<file path="config.mk">
export PLATFORM = sky130hd
export DESIGN_NAME = serial_adder
export DESIGN_NICKNAME = d
export VERILOG_FILES = /design/src/rtl/serial_adder.sv
export SDC_FILE = /design/constraint.sdc
export NUM_CORES = 1
export LEC_CHECK = 0
export CAP_MARGIN = 15
export CORE_MARGIN = 3
export CORE_UTILIZATION = 45
export CTS_CLUSTER_DIAMETER = 120
export DETAILED_ROUTE_END_ITERATION = 6
export PLACE_DENSITY = 0.71
export RECOVER_POWER = 25
export REMOVE_ABC_BUFFERS = 1
export SYNTH_ARGS = -nofsm -noshare
export SYNTH_HDL_FRONTEND = slang
export SYNTH_SLANG_ARGS = --single-unit
export TNS_END_PERCENT = 30
</file>
<file path="constraint.sdc">
create_clock -name clk -period 4.3 [get_ports clk]
set_input_delay 0.43 -clock clk [delete_from_list [all_inputs] [get_ports clk]]
set_output_delay 0.43 -clock clk [all_outputs]
set_load 0.02 [all_outputs]
</file>
<file path="src/rtl/serial_adder.sv">
// Bit-serial adder: one full-adder slice and a carry flop produce one result
// bit per clock, LSB first; IDLE -> RUN (WIDTH edges) -> FIN (done pulse).
module serial_adder #(
  parameter int WIDTH = 8
) (
  input  logic             clk,
  input  logic             rst_n,
  input  logic             start,
  input  logic [WIDTH-1:0] a,
  input  logic [WIDTH-1:0] b,
  input  logic             cin,
  output logic             busy,
  output logic             done,
  output logic [WIDTH-1:0] sum,
  output logic             cout,
  output logic [1:0]       dbg_state
);

  localparam int CW = $clog2(WIDTH + 1);

  typedef enum logic [1:0] {
    IDLE = 2'd0,
    RUN  = 2'd1,
    FIN  = 2'd2
  } state_t;

  state_t           state;
  state_t           state_nxt;
  logic [WIDTH-1:0] a_sr;
  logic [WIDTH-1:0] b_sr;
  logic [WIDTH-1:0] psum;
  logic             carry;
  logic [CW-1:0]    cnt;
  logic             bit_s;
  logic             bit_c;
  logic             load;
  logic             last;

  // A new operation may load whenever busy is low: in IDLE and in FIN.
  assign load  = start && ((state == IDLE) || (state == FIN));
  assign last  = (state == RUN) && (cnt == CW'(WIDTH - 1));

  assign bit_s = a_sr[0] ^ b_sr[0] ^ carry;
  assign bit_c = (a_sr[0] & b_sr[0]) | (a_sr[0] & carry) | (b_sr[0] & carry);

  always_ff @(posedge clk or negedge rst_n) begin
    if (!rst_n) begin
      state <= IDLE;
    end else begin
      state <= state_nxt;
    end
  end

  always_comb begin
    state_nxt = state;
    case (state)
      IDLE:    if (start) state_nxt = RUN;
      RUN:     if (last) state_nxt = FIN;
      FIN:     state_nxt = start ? RUN : IDLE;
      default: state_nxt = IDLE;
    endcase
  end

  always_comb begin
    busy      = 1'b0;
    done      = 1'b0;
    dbg_state = state;
    case (state)
      RUN:     busy = 1'b1;
      FIN:     done = 1'b1;
      default: ;
    endcase
  end

  // Results only move on the last RUN edge; they hold through IDLE and later runs.
  always_ff @(posedge clk or negedge rst_n) begin
    if (!rst_n) begin
      a_sr  <= '0;
      b_sr  <= '0;
      psum  <= '0;
      carry <= 1'b0;
      cnt   <= '0;
      sum   <= '0;
      cout  <= 1'b0;
    end else if (load) begin
      a_sr  <= a;
      b_sr  <= b;
      psum  <= '0;
      carry <= cin;
      cnt   <= '0;
    end else if (state == RUN) begin
      a_sr  <= a_sr >> 1;
      b_sr  <= b_sr >> 1;
      psum  <= {bit_s, psum[WIDTH-1:1]};
      carry <= bit_c;
      cnt   <= cnt + CW'(1);
      if (last) begin
        sum  <= {bit_s, psum[WIDTH-1:1]};
        cout <= bit_c;
      end
    end
  end

endmodule

</file>
==> qor.yml <==
run_status:
  status: "finished, violations left"
  violations: "capacitance limit, slew limit"
floorplanning:
  die_w_um: 66.17
  core_area_mm2: 0.003416
  die_h_um: 66.17
  num_rows: 21
  start_util: 0.4769
  io_pins: 33
  dieArea_mm2: 0.004378
run:
  cap_violations: 1
worst_setup_path:
  path_max_fanout: 14
  ff2ff_path_depth: 5
  worst_setup_path_end_kind: "output port"
  required_ps: 3870
  arrival_ps: 2000
  r2r_end: "sum[6]$_DFFE_PN0P_"
  critical_path.startpoint_type: "flip-flop"
  crit_type: "reg -> out"
  r2r-start: "dbg_state[1]$_DFFE_PN0P_"
  reg2reg_slack_ps: 2070
timing:
  skew_ps: 10.47
  setup_viol: 0
  tightest_slew_ps: 1963
  hold_ws_ps: 493.8
  fmax_mhz: 411.5
  tns_ps: 0
  grt_setup_unrepaired: "false"
  fin_crit_ps: 2430
  setup_ws_ps: 1870
  hold_viol_final: 0
  drv_slew: 40
  period_share: 0.5652
  slew_headroom: -0.3087
pwr:
  netSwitchingPower_uw: 486.4
  power_mw: 1.446
  p_int_uw: 960.0
  ir_worst_vdd_mv: 0.2618
  power.share.sequential: 0.426
  p_leak_nw: 0.9753
  combinationalPowerShare: 0.400
  switching_share: 0.3363
  clock_power_share: 0.174
  powerDensity_mw_per_mm2: 705.3
cts:
  clock_sinks: 39
  clkLatencyLatePin_ps: 340
  cts_max_level: 2
  cts_buffer_depth: 2
  cts_tree: "built"
  cts_resized: 0
  hold_buffers: 0
  cts_setup_buffers: 0
  clk_pin_slew_ps: 120
  cts_root_buf: "clkbuf_4"
  cts_buffers: 5
layout:
  diodes: 0
  nNetsFinal: 179
  area_delta_synth_final_pct: 25.88
  utilization: 0.6004
  design_area_mm2: 0.002051
  drive_gt1_frac: 0.08228
  fin_cells: 204
logic_synthesis:
  synth_enable_flop_cells: 0
  synth_top_area_share: 0.5991
  synth_most_common_cell: "dfrtp_1"
  avgSynthCellArea_um2: 13.14
  postSynth.asyncResetShare: 1.000
  synthCells: 124
  netlist_top_cells_area: "dfrtp_1, a22o_1, mux2i_1"
  synth-seq-cells: 39
  yosys_warnings: 0
  synthFlopType: "dfrtp_1"
  ys_seq_area_frac: 0.5991
  syn_area_mm2: 0.001629
  synthTopCellsByCount: "dfrtp_1, a22o_1, nand2_1"
  yosysTopAreaCell: "dfrtp_1"
  synth_cell_types: 23
placement:
  numPortBuffers: 32
  postPlaceCellArea_mm2: 0.001966
  placed_cells: 196
  gp_congestion: 0.7546
  hpwl_mm: 1.918
  place_worst_setup_slack_ps: 1853
grt:
  grt-ovfl-total: 0
  grt_usage: 0.1402
  antenna_found_initial: 0
  grt_pass1_vias: 992
  grt_max_degree: 40
  grt_pass1_wl_mm: 4.595
routing:
  vias: 1066
  wire_per_inst_um: 13.19
  antenna_left: 0
  drt_pass1_iterations: 4
  drc: 0
  wl_mm: 2.690
  dr.first_iter.drc_count: 47
  vias_per_cell: 5.225
hold_path:
  worstHoldPathCells: 1
  min_from: "b_sr[1]$_DFFE_PN0P_"
  holdPathEnd: "b_sr[1]$_DFFE_PN0P_"
  hp-class: "reg -> reg"
-- cells by family (layout without fill, tap and decap cells) --
family | Yosys count | count (layout) | synth area share
compound gates | 31 | 31 | 0.1375
xor+xnor | 1 | 1 | 0.005377
fa+ha+maj | 2 | 2 | 0.01997
buf+inv | 8 | 42 | 0.03303
flops | 39 | 39 | 0.5991
mux | 21 | 21 | 0.1367
simple gates | 22 | 22 | 0.06836
-- cell type report --
class | count | area [µm²]
Timing Repair Buffer | 34 | 329.1
Tap cell | 46 | 57.56
Fill cell | 294 | 1365
Sequential cell | 39 | 975.9
Multi-Input combinational cell | 77 | 601.8
Clock inverter | 2 | 35.03
Clock buffer | 6 | 51.30
-- worst max path at each step --
stage | cells after the start | end | slack [ps] | startpoint
2_1_floorplan | 3 | sum[7]$_DFFE_PN0P_ | 1520 | dbg_state[1]$_DFFE_PN0P_
3_3_place_gp | 4 | cnt[0]$_DFFE_PN0P_ | 1890 | start
3_5_place_dp | 4 | cnt[0]$_DFFE_PN0P_ | 1850 | start
4_1_cts | 2 | busy | 1830 | dbg_state[1]$_DFFE_PN0P_
5_1_grt | 2 | busy | 1740 | dbg_state[1]$_DFFE_PN0P_
6_report | 2 | busy | 1870 | dbg_state[1]$_DFFE_PN0P_
-- placed cells by master (no fill, tap or decap), types with 2 or more instances in the layout --
master and instances:
dfrtp_1 39, clkdlybuf4s50_1 31, a22o_1 15, nand2_1 13, mux2i_1 11, mux2_1 9, o21ai_1 8, a21o_1 5
clkbuf_4 5, o21ai_0 3, buf_4 2
-- state kept, by name (all words and copies together) (netlist names) --
name,count
a_sr,8
b_sr,8
carry,1
cnt,4
cout,1
dbg_state,2
psum,7
sum,8
-- worst max-delay path, stage by stage, from the launching register on --
cell             delay [ps]
dfrtp_1                 420
and2b_1                 540
clkdlybuf4s50_1         710
-- power by group through the flow --
| stage | sequential, mW | combinational [mW] | clock, mW |
|---|---|---|---|
| floorplan | 0.653 | 0.349 | 0 |
| global placement | 0.618 | 0.569 | 0 |
| detailed placement | 0.627 | 0.588 | 0 |
| CTS | 0.619 | 0.590 | 0.262 |
| global route | 0.637 | 0.639 | 0.280 |
| finish | 0.616 | 0.578 | 0.252 |
-- metal layers --
metal / routed length [µm] / GRT usage / vias up
met5: 0 / 0 / -
met4: 33 / 0.04569 / 0
met3: 163 / 0.04762 / 5
met2: 1262 / 0.2156 / 28
met1: 1231 / 0.1856 / 527
li1: - / - / 506
Note: power is estimated with default switching activity, not from simulation.
